### config.mk
export PLATFORM = sky130hd
export DESIGN_NAME = param_seq_mul
export DESIGN_NICKNAME = d
export VERILOG_FILES = /design/src/rtl/param_seq_mul_pkg.sv /design/src/rtl/mul_add_shift_step.sv /design/src/rtl/param_seq_mul.sv
export SDC_FILE = /design/constraint.sdc
export NUM_CORES = 1
export LEC_CHECK = 0
export ABC_AREA = 1
export BUFFER_PORTS_ARGS = -buffer_cell sky130_fd_sc_hd__buf_2
export CAP_MARGIN = 20
export CELL_PAD_IN_SITES_DETAIL_PLACEMENT = 2
export CELL_PAD_IN_SITES_GLOBAL_PLACEMENT = 2
export CORE_ASPECT_RATIO = 0.5
export CORE_MARGIN = 2
export CORE_UTILIZATION = 33
export CTS_CLUSTER_SIZE = 20
export DETAILED_ROUTE_END_ITERATION = 12
export HOLD_SLACK_MARGIN = 0.05
export PLACE_DENSITY = 0.89
export SLEW_MARGIN = 25
export SYNTH_ARGS = -nofsm -noshare
export SYNTH_HDL_FRONTEND = slang
export SYNTH_SLANG_ARGS = --single-unit
export TNS_END_PERCENT = 100
### constraint.sdc
create_clock -name clk -period 2.5 [get_ports clk]
set_input_delay 0.5 -clock clk [delete_from_list [all_inputs] [get_ports clk]]
set_output_delay 0.5 -clock clk [all_outputs]
set_load 0.005 [all_outputs]
### src/rtl/param_seq_mul_pkg.sv
// Shared types and constants for the sequential add-shift multiplier.
// Holds the FSM state encoding, the default operand width and the counter sizing helper.
package param_seq_mul_pkg;

    localparam int DEFAULT_WIDTH = 32;

    typedef enum logic [1:0] {
        IDLE = 2'd0,
        CALC = 2'd1,
        FIX  = 2'd2,
        DONE = 2'd3
    } state_e;

    // One extra bit so the count can reach WIDTH without wrapping.
    function automatic int cnt_width(input int width);
        return $clog2(width) + 1;
    endfunction

endpackage

### src/rtl/mul_add_shift_step.sv
// One radix-2 add-shift step of an unsigned sequential multiplier.
// Upper half accumulates partial sums; lower half holds the remaining multiplier bits.
module mul_add_shift_step #(
    parameter int WIDTH = 32
) (
    input  logic [2*WIDTH-1:0] prod_i,
    input  logic [WIDTH-1:0]   mcand_i,
    output logic [2*WIDTH-1:0] prod_o
);

    logic [WIDTH:0]   sum_d;
    logic [2*WIDTH:0] wide_d;

    // The carry out of the add lands in bit 2*WIDTH and is shifted back into range.
    always_comb begin
        sum_d = {1'b0, prod_i[2*WIDTH-1:WIDTH]};
        if (prod_i[0]) begin
            sum_d = {1'b0, prod_i[2*WIDTH-1:WIDTH]} + {1'b0, mcand_i};
        end
        wide_d = {sum_d, prod_i[WIDTH-1:0]};
        prod_o = wide_d[2*WIDTH:1];
    end

endmodule

### src/rtl/param_seq_mul.sv
// Sequential WIDTH x WIDTH multiplier, signed or unsigned, with fixed WIDTH+1 cycle latency.
// Operands are converted to magnitudes, multiplied by add-shift, and the sign is applied in FIX.
module param_seq_mul
    import param_seq_mul_pkg::*;
#(
    parameter int WIDTH = DEFAULT_WIDTH
) (
    input  logic                 clk,
    input  logic                 rst_n,
    input  logic                 start,
    input  logic                 is_signed,
    input  logic [WIDTH-1:0]     in_A,
    input  logic [WIDTH-1:0]     in_B,
    output logic [2*WIDTH-1:0]   out_data,
    output logic                 ready,
    output logic                 busy
);

    localparam int CW = cnt_width(WIDTH);
    localparam logic [CW-1:0]      LAST_STEP = CW'(WIDTH - 1);
    localparam logic [WIDTH-1:0]   ONE_W     = {{(WIDTH-1){1'b0}}, 1'b1};
    localparam logic [2*WIDTH-1:0] ONE_2W    = {{(2*WIDTH-1){1'b0}}, 1'b1};

    state_e               state_q;
    logic [CW-1:0]        count_q;
    logic [WIDTH-1:0]     mcand_q;
    logic [2*WIDTH-1:0]   prod_q;
    logic                 sign_q;
    logic [2*WIDTH-1:0]   out_data_q;
    logic                 ready_q;
    logic                 busy_q;

    logic [WIDTH-1:0]     mag_a_d;
    logic [WIDTH-1:0]     mag_b_d;
    logic [2*WIDTH-1:0]   prod_d;
    logic [2*WIDTH-1:0]   prod_neg_d;

    // Negating -2^(WIDTH-1) yields the same bit pattern, which read unsigned is the correct magnitude.
    assign mag_a_d    = (is_signed && in_A[WIDTH-1]) ? (~in_A + ONE_W) : in_A;
    assign mag_b_d    = (is_signed && in_B[WIDTH-1]) ? (~in_B + ONE_W) : in_B;
    assign prod_neg_d = ~prod_q + ONE_2W;

    mul_add_shift_step #(
        .WIDTH (WIDTH)
    ) u_step (
        .prod_i  (prod_q),
        .mcand_i (mcand_q),
        .prod_o  (prod_d)
    );

    always_ff @(posedge clk or negedge rst_n) begin
        if (!rst_n) begin
            state_q    <= IDLE;
            count_q    <= '0;
            mcand_q    <= '0;
            prod_q     <= '0;
            sign_q     <= 1'b0;
            out_data_q <= '0;
            ready_q    <= 1'b0;
            busy_q     <= 1'b0;
        end else begin
            case (state_q)
                IDLE, DONE: begin
                    if (start) begin
                        mcand_q <= mag_a_d;
                        prod_q  <= {{WIDTH{1'b0}}, mag_b_d};
                        sign_q  <= is_signed & (in_A[WIDTH-1] ^ in_B[WIDTH-1]);
                        count_q <= '0;
                        ready_q <= 1'b0;
                        busy_q  <= 1'b1;
                        state_q <= CALC;
                    end
                end
                CALC: begin
                    prod_q  <= prod_d;
                    count_q <= count_q + 1'b1;
                    if (count_q == LAST_STEP) begin
                        state_q <= FIX;
                    end
                end
                FIX: begin
                    out_data_q <= sign_q ? prod_neg_d : prod_q;
                    ready_q    <= 1'b1;
                    busy_q     <= 1'b0;
                    state_q    <= DONE;
                end
                default: state_q <= IDLE;
            endcase
        end
    end

    assign out_data = out_data_q;
    assign ready    = ready_q;
    assign busy     = busy_q;

endmodule

; ---- After elaboration in Yosys (flattened, before gate mapping)
; Index checks and enable logic that the tools add are counted.
[op_classes]
add_sub_neg = 5
n_mul = 0
div_mod_pow = 0
magnitude_cmp = 0
n_eq_ne = 6
shifts = 0
mux = 15
bitwise = 5
n_reduce_logical = 10
[ops]
columns = operator, count
row1 = $mux W64, 2
row2 = $pmux W64 S2, 1
row3 = $add A32 B1 Y32 const B, 2
row4 = $add A64 B1 Y64 const B, 1
row5 = $mux W32, 2
row6 = $not A32 Y32, 2
row7 = $not A64 Y64, 1
row8 = $add A32 B32 Y33, 1
row9 = $mux W33, 1
row10 = $pmux W6 S2, 1
row11 = $reduce_and A2 Y1, 4
row12 = $add A6 B1 Y6 const B, 1
row13 = $eq A6 B5 Y1 const B, 1
row14 = $mux W6, 1
row15 = $pmux W2 S3, 1
row16 = $eq A2 B2 Y1 const B, 2
row17 = $mux W2, 2
row18 = $ne A2 B2 Y1 const B, 2
row19 = $pmux W1 S2, 2
row20 = $reduce_bool A2 Y1, 2
row21 = $eq A2 B1 Y1 const B, 1
row22 = $logic_and A1 B1 Y1, 2
row23 = $logic_not A2 Y1, 1
row24 = $mux W1, 2
row25 = other kinds (3), 3
[totals]
ff_bits = 171
latchBits = 0
ram_bits = 0
romBits = 0
inputBits = 68
out_inout_bits = 66
wordCells = 49
n_memories = 0

; ---- Longest topological paths before layout
; Gate-level depths: netlist (run 1).
[depth]
word_depth = 5
mapped_depth = 15
mapped_depth_nobuf = 15

; ---- Hierarchy
; A second synthesis (run 1) with hierarchy kept.
[hier_totals]
hier_cells = 2145
hier_area_um2 = 13663.1
[by_module_without_submodules]
columns = module, instances, cells_each, area_per_inst_um2, seq_area_each_um2
row1 = param_seq_mul, 1, 1529, 10657.7, 4279.1
row2 = mul_add_shift_step, 1, 616, 3005.4, 0.0

; ---- Least setup slack after synthesis (run 1)
; No wires, ideal clock.
[synth_path]
path_type = register to register
startpoint = register prod_q[0]
endpoint = register out_data_q[48], in the netlist out_data[48]
setup_ns = 0.117
t_arrival_ns = 2.148
required_ns = 2.383
slack_ns = 0.234
stages_incl_launch_ff = 16
n_path_buf = 2
synth_period_minus_slack_ns = 2.266
path_cell_list = dfrtp_1 inv_1 clkbuf_1 clkbuf_1 ha_1 inv_1 nor3_1 nand3_1 nor3_1 nand2_1 nand2_1 nand2_1 nand2_1 nand2_1 nand2_1 nand2_1
[synth_via]
elab_chain_len = 3
[synth_lines]
columns = item, line
row1 = "start, declared", param_seq_mul.sv:27  ; logic [2*WIDTH-1:0] prod_q;
row2 = "start signal, assigned", param_seq_mul.sv:66  ; prod_q <= {{WIDTH{1'b0}}, mag_b_d};
row3 = "start signal, assigned", param_seq_mul.sv:75  ; prod_q <= prod_d;
row4 = $not A64 Y64, param_seq_mul.sv:41  ; assign prod_neg_d = ~prod_q + ONE_2W;
row5 = $add A64 B1 Y64, param_seq_mul.sv:41
row6 = $mux W64, param_seq_mul.sv:82  ; out_data_q <= sign_q ? prod_neg_d : prod_q;
row7 = "end signal, assigned", param_seq_mul.sv:82
row8 = "end, declared", param_seq_mul.sv:29  ; logic [2*WIDTH-1:0] out_data_q;
; No other way between the ends.
; A chain may end at the register's enable or synchronous reset.

; ---- Worst setup path in the final report (run 1)
[layout_path]
startpoint = register prod_q[33]
endpoint = register out_data_q[50], in the netlist out_data[50]
; The elaborated chain is that of the path after synthesis.

==> results.py, run 1 <==
metrics = {
    "pwr": {
        "vdd_ir_drop_max_uv": 632,
        "power_leakage_nw": 8.14,
        "cellPowerDensity_nw_per_um2": 1560,
    },
    "sta": {
        "relSlewSlack": 0.385,
        "fin_setup_tns_ps": -3570,
        "worstMarginPinSlew_ps": 913,
        "fmax_mhz": 349,
        "holdWs_ps": 303,
        "min_period_ps": 2860,
        "fin_worst_skew_ps": 25.4,
        "setup_slack_ps": -362,
        "setup-violations-final": 26,
        "finalCritPeriodShare": 1.14,
        "finalHoldViolCount": 0,
        "slew_viol_final": 0,
    },
    "critical_path": {
        "cp_data_required_time_ps": 2930,
        "path_cells": "nor2_1 -> nand3_1 -> o21ai_1 -> nand4_1 -> nand2_1 -> nand3_1 -> nand2_1",
        "cp-start-kind": "flip-flop",
        "end_kind": "flip-flop",
        "crit_path_max_fanout": 6,
        "worstPathArrival_ps": 3300,
        "max_stage_delay_ps": 650,
        "critical_path_class": "flip-flop to flip-flop",
        "crit_family": "simple AND/OR/NAND/NOR gates",
        "slowest_stage": "nor2_1",
        "crit_buf_inv": 0,
    },
    "floorplanning": {
        "core_area_um2": 40200,
        "ioPinCount": 134,
        "die_w_um": 289,
        "die-area_um2": 42200,
        "start_util": 0.332,
        "num_rows": 52,
        "fp.dieH_um": 146,
    },
    "min_path": {
        "hp-class": "input pin to flip-flop",
    },
    "grt": {
        "gr-usage-all-layers": 0.332,
        "grt-ovfl-total": 0,
        "grt_pass1_vias": 17700,
        "grt_start_max_net_pins": 60,
        "grt_pass1_wl_mm": 107,
        "antenna_found_initial": 3,
    },
    "layout": {
        "drive_gt1_frac": 0.115,
        "n_fill_cell": 4957,
        "num_antenna_cells": 0,
        "syn2layout_area_growth_pct": 17.1,
        "instances_no_fill": 2840,
        "final_nets": 2395,
    },
    "status": {
        "violations": "setup timing",
        "status": "complete, but fails checks",
    },
    "place": {
        "pre_cts_ws_ps": 24.8,
        "dp_cells": 2798,
        "dpl.hpwl_mm": 50.0,
        "portBuffers": 133,
        "place_congestion": 0.924,
    },
    "clocking": {
        "clkLatencyLatePin_ps": 500,
        "cts.sinks": 171,
        "root_buffer": "clkbuf_16",
        "htree_levels": 4,
        "cts_buffer_depth": 2,
        "cts_buffers": 17,
        "cts_tree": "yes",
        "path_clk_slew_ps": 90,
    },
    "route": {
        "wl_per_cell_um": 27.0,
        "viasPerCell": 5.85,
        "drtPass1Iterations": 5,
        "drc": 0,
        "finalWirelength_mm": 76.8,
        "drtIter0Drc": 1665,
        "drt.antenna.violating_nets": 0,
        "vias": 16600,
    },
    "synth": {
        "synthCells": 2144,
        "synthesis.area_um2": 13400,
        "seq_area_frac_synth": 0.320,
        "syn_nets": 2252,
        "ys_ff_latch": 171,
        "synthFlopType": "dfrtp_1",
        "synth_cell_types": 43,
        "ys.warnings.count": 0,
        "synthArstFlopShare": 1.00,
        "synth_edf_count": 0,
        "avgSynthCellArea_um2": 6.23,
    },
    "flow_run": {
        "cap_violations": 0,
    },
}
==> cell usage after synthesis (all sizes together), types with 4 or more instances <==
master,count,area (um^2)
nand2,741,2780
inv,286,1070
nor2,248,958
nand3,209,1070
dfrtp,171,4280
o21ai,121,643
a21oi,71,355
xor2,49,429
clkbuf,43,161
ha,39,488
nand4,28,175
a31oi,21,131
nor3,21,133
o22ai,17,106
o221ai,16,140
buf,15,71.3
o21bai,12,90.1
nand3b,5,37.5
o211ai,5,37.5
xnor2,5,43.8
and2,4,25.0
or2,4,25.0
==> metal layers <==
| layer | vias to the layer above | global-route usage | routed length, um |
|---|---|---|---|
| met5 | - | 0 | 38 |
| met3 | 330 | 0.0536 | 5220 |
| met1 | 8361 | 0.415 | 30800 |
| met2 | 784 | 0.554 | 35900 |
| li1 | 7129 | - | - |
| met4 | 6 | 0.168 | 4810 |
==> through the flow <==
step                utilization  power [mW]  cell area (um^2)
floorplan                     -        13.2             13400
global placement          0.370        17.6             14900
detailed placement        0.370        18.8             14900
CTS                       0.386        22.4             15500
global route              0.389        25.4             15700
finish                    0.389        24.4             15700
==> worst reg2reg max path, cell delays in order, from the launching register on <==
cell and delay (ps):
dfrtp_2 510, nor2_1 650, nand3_1 300, o21ai_1 560
nand4_1 190, nand2_1 120, nand3_1 280, nand2_1 200
==> report_power, final <==
part / switching (mW) / total, mW / internal, mW
registers: 1.73 / 5.79 / 4.07
logic: 11.1 / 15.5 / 4.39
clock network: 1.45 / 3.08 / 1.62
==> flip-flops by register name, summed over array words and instances (netlist names) <==
register / flops
sign_q: 1
mcand_q: 32
busy: 1
ready: 1
prod_q: 64
out_data: 64
state_q: 2
count_q: 6
==> placed cells by master (no fill, tap or decap), drive strengths merged, types with 3 or more instances in the layout <==
cell    synthesis  routed
nand4          28      28
ha             39      39
or2             4       4
nand3         209     209
buf            15     181
o211ai          5       5
nand2         741     741
xor2           49      49
bufinv          0       3
a31oi          21      21
and2            4       4
nand3b          5       5
nor3           21      21
clkbuf         43      18
o21bai         12      12
clkinv          1       3
a21oi          71      71
inv           286     293
dfrtp         171     171
nor2          248     248
o22ai          17      17
o221ai         16      16
o21ai         121     121
xnor2           5       5
==> area by class of cell <==
type	count	area, um^2	share of cell area
Inverter	287	1080	0.0688
Clock inverter	14	183	0.0117
Sequential cell	171	4290	0.274
Multi-Input combinational cell	1628	7850	0.502
Timing Repair Buffer	182	1140	0.0730
Clock buffer	18	439	0.0281
Tap cell	540	676	0.0432
==> repair_timing <==
item	CTS	global route
endpoints found under the setup margin	3	18
buffers inserted	0	9
endpoints found under the hold margin	30	0
hold buffers	1	0
gates resized for setup	3	20
pin swaps	0	3
==> logic make-up (layout without fill, tap and decap cells) <==
logic type,after synthesis,in the layout,synth area share
AO/OA/AOI/OAI,272,272,0.118
AND/OR/NAND/NOR,1262,1262,0.390
adder cells (fa/ha/maj),40,40,0.0380
buffers and inverters,345,501,0.0980
flip-flops,171,171,0.320
XOR/XNOR,54,54,0.0354
==> worst paths after layout <==
kind                               from           end  slack, ps  cells past startpoint
hold / removal                 in_A[26]   mcand_q[26]        300                      4
hold reg to reg            out_data[55]  out_data[55]        490                      2
setup / recovery             prod_q[33]  out_data[50]       -360                      7
setup reg to reg             prod_q[33]  out_data[50]       -360                      7
min in group asynchronous         rst_n    mcand_q[1]        490                      2
max in group asynchronous         rst_n    mcand_q[0]       1250                      3
No activity file was read; power rests on OpenSTA's default activity.
==> run 2, diff against run 1 <==
- SETUP_SLACK_MARGIN: default -> 0.1
==> results.py, run 2 (same netlist as run 1, synthesis figures left out) <==
metrics = {
    "status": {
        "status": "complete, but fails checks",
        "violations": "setup timing",
    },
    "clocking": {
        "clkLatencyLatePin_ps": 490,
        "htree_levels": 4,
        "root_buffer": "clkbuf_16",
        "cts_tree": "yes",
        "cts_buffer_depth": 2,
        "path_clk_slew_ps": 80,
        "cts.sinks": 171,
        "cts_buffers": 17,
    },
    "sta": {
        "finalCritPeriodShare": 1.03,
        "worstMarginPinSlew_ps": 980,
        "setup-violations-final": 3,
        "setup_slack_ps": -76.6,
        "holdWs_ps": 311,
        "finalHoldViolCount": 0,
        "fmax_mhz": 388,
        "min_period_ps": 2580,
        "slew_viol_final": 0,
        "fin_worst_skew_ps": 22.0,
        "grt_setup_unrepaired": "yes",
        "relSlewSlack": 0.340,
    },
    "min_path": {
        "hp-class": "input pin to flip-flop",
        "hold-path-endpoint": "mcand_q[26]",
        "hold_depth": 4,
        "hp-start": "in_A[26]",
    },
    "route": {
        "drtPass1Iterations": 5,
        "viasPerCell": 5.71,
        "finalWirelength_mm": 70.7,
        "drtIter0Drc": 1431,
        "drt.antenna.violating_nets": 0,
        "vias": 16200,
        "drc": 0,
        "wl_per_cell_um": 24.9,
    },
    "critical_path": {
        "worstPathArrival_ps": 2910,
        "cp-start-kind": "flip-flop",
        "r2r_end": "out_data[18]",
        "r2r-start": "prod_q[0]",
        "r2r_cells": 8,
        "end_kind": "flip-flop",
        "critical_path_class": "flip-flop to flip-flop",
        "cp_num_cells": 8,
        "r2r_slack_ps": -80,
        "max_stage_delay_ps": 540,
        "crit_path_max_fanout": 7,
        "cp_data_required_time_ps": 2830,
        "path_cells": "inv_1 -> ha_1 -> nand4_1 -> nand2_1 -> nand3_4 -> nor2_4 -> xor2_1 -> o21ai_0",
        "crit_family": "simple AND/OR/NAND/NOR gates",
        "slowest_stage": "xor2_1",
        "crit_buf_inv": 1,
    },
    "grt": {
        "gr-usage-all-layers": 0.319,
        "grt_pass1_wl_mm": 103,
        "antenna_found_initial": 3,
        "grt_start_max_net_pins": 60,
        "grt-ovfl-total": 0,
        "grt_pass1_vias": 17300,
    },
    "layout": {
        "final_common_cell": "nand2_1",
        "layout_common_cells": "nand2_1, inv_1, nor2_1",
        "final_nets": 2395,
        "final_area_um2": 15700,
        "syn2layout_area_growth_pct": 17.5,
        "drive_gt1_frac": 0.118,
    },
    "place": {
        "dpl_cell_area_um2": 14900,
        "place_congestion": 0.924,
        "dpl.hpwl_mm": 50.0,
        "pre_cts_ws_ps": 24.8,
        "portBuffers": 133,
    },
    "floorplanning": {
        "die-area_um2": 42200,
        "ioPinCount": 134,
        "die_w_um": 289,
        "num_rows": 52,
        "core_area_um2": 40200,
        "start_util": 0.332,
        "fp.dieH_um": 146,
    },
    "pwr": {
        "power_frac_clock": 0.129,
        "vdd_ir_drop_max_uv": 591,
        "p_total_mw": 23.7,
        "power_leakage_nw": 8.15,
        "swShare": 0.573,
        "seqPwrFrac": 0.241,
        "cellPowerDensity_nw_per_um2": 1510,
        "power_switching_mw": 13.6,
        "p_comb_frac": 0.631,
        "intPower_mw": 10.1,
    },
    "flow_run": {
        "cap_violations": 0,
    },
}
## run 2: cell types whose count changed in the layout (fill, tap and decap cells not counted), moves of 2 or more
cell	before	now
nor2_1	236	230
diode_2	0	2
ha_4	1	3
nor2_2	10	16
## run 2: per-stage QoR
stage | TNS [ps] | util | instances
floorplan | 0 | - | 2144
detailed placement | 0 | 0.370 | 2798
global route | -599 | 0.391 | 2841
CTS | 0 | 0.386 | 2831
global placement | 0 | 0.370 | 2798
finish | -116 | 0.391 | 2842
## run 2: how the worst max path moves through the flow
stage / start / end / slack, ps
CTS: prod_q[0] / out_data[48] / 80
finish: prod_q[0] / out_data[18] / -80
global route: prod_q[1] / out_data[18] / -170
detailed placement: prod_q[32] / prod_q[47] / 20
global placement: mcand_q[0] / prod_q[47] / 150
floorplan: prod_q[0] / out_data[48] / 230
## run 2: final cells by class
class / count / area, um^2
fill: 4938 / 24500
multi-input combinational: 1628 / 7900
sequential: 171 / 4290
timing repair buffer: 182 / 1140
inverter: 287 / 1080
tap: 540 / 676
clock buffer: 18 / 439
clock inverter: 14 / 183
antenna: 2 / 5.00
## run 2: worst register-to-register path, delay by kind of cell (launching register included)
kind | cells | cell delay [ps]
and+or+nand+nor | 4 | 890
xor gates and xnor gates | 1 | 540
DFF | 1 | 410
adders and majority gates | 1 | 240
AOI/OAI and AO/OA | 1 | 200
buffers and inverters | 1 | 150
## run 2: repair_timing
action | CTS | global route
setup buffers | 0 | 9
endpoints found under the hold margin | 30 | 0
resized for setup | 8 | 24
pin swaps | 0 | 3
hold buffers | 1 | 0
setup endpoints to repair | 9 | 24
## run 2: metal layers
layer | vias up | part of all wire | GRT usage
met2 | 665 | 0.47 | 0.534
met4 | 4 | 0.047 | 0.148
met1 | 8192 | 0.42 | 0.403
met5 | - | 0.00034 | 0
li1 | 7127 | - | -
met3 | 232 | 0.067 | 0.0517
## run 2: power by group through the flow
stage               logic (mW)  registers (mW)  clock network (mW)
finish                    15.0            5.71                3.05
global placement          12.3            5.33                   0
CTS                       13.9            5.54                3.02
floorplan                 8.25            4.92                   0
global route              16.1            5.77                3.15
detailed placement        13.3            5.50                   0
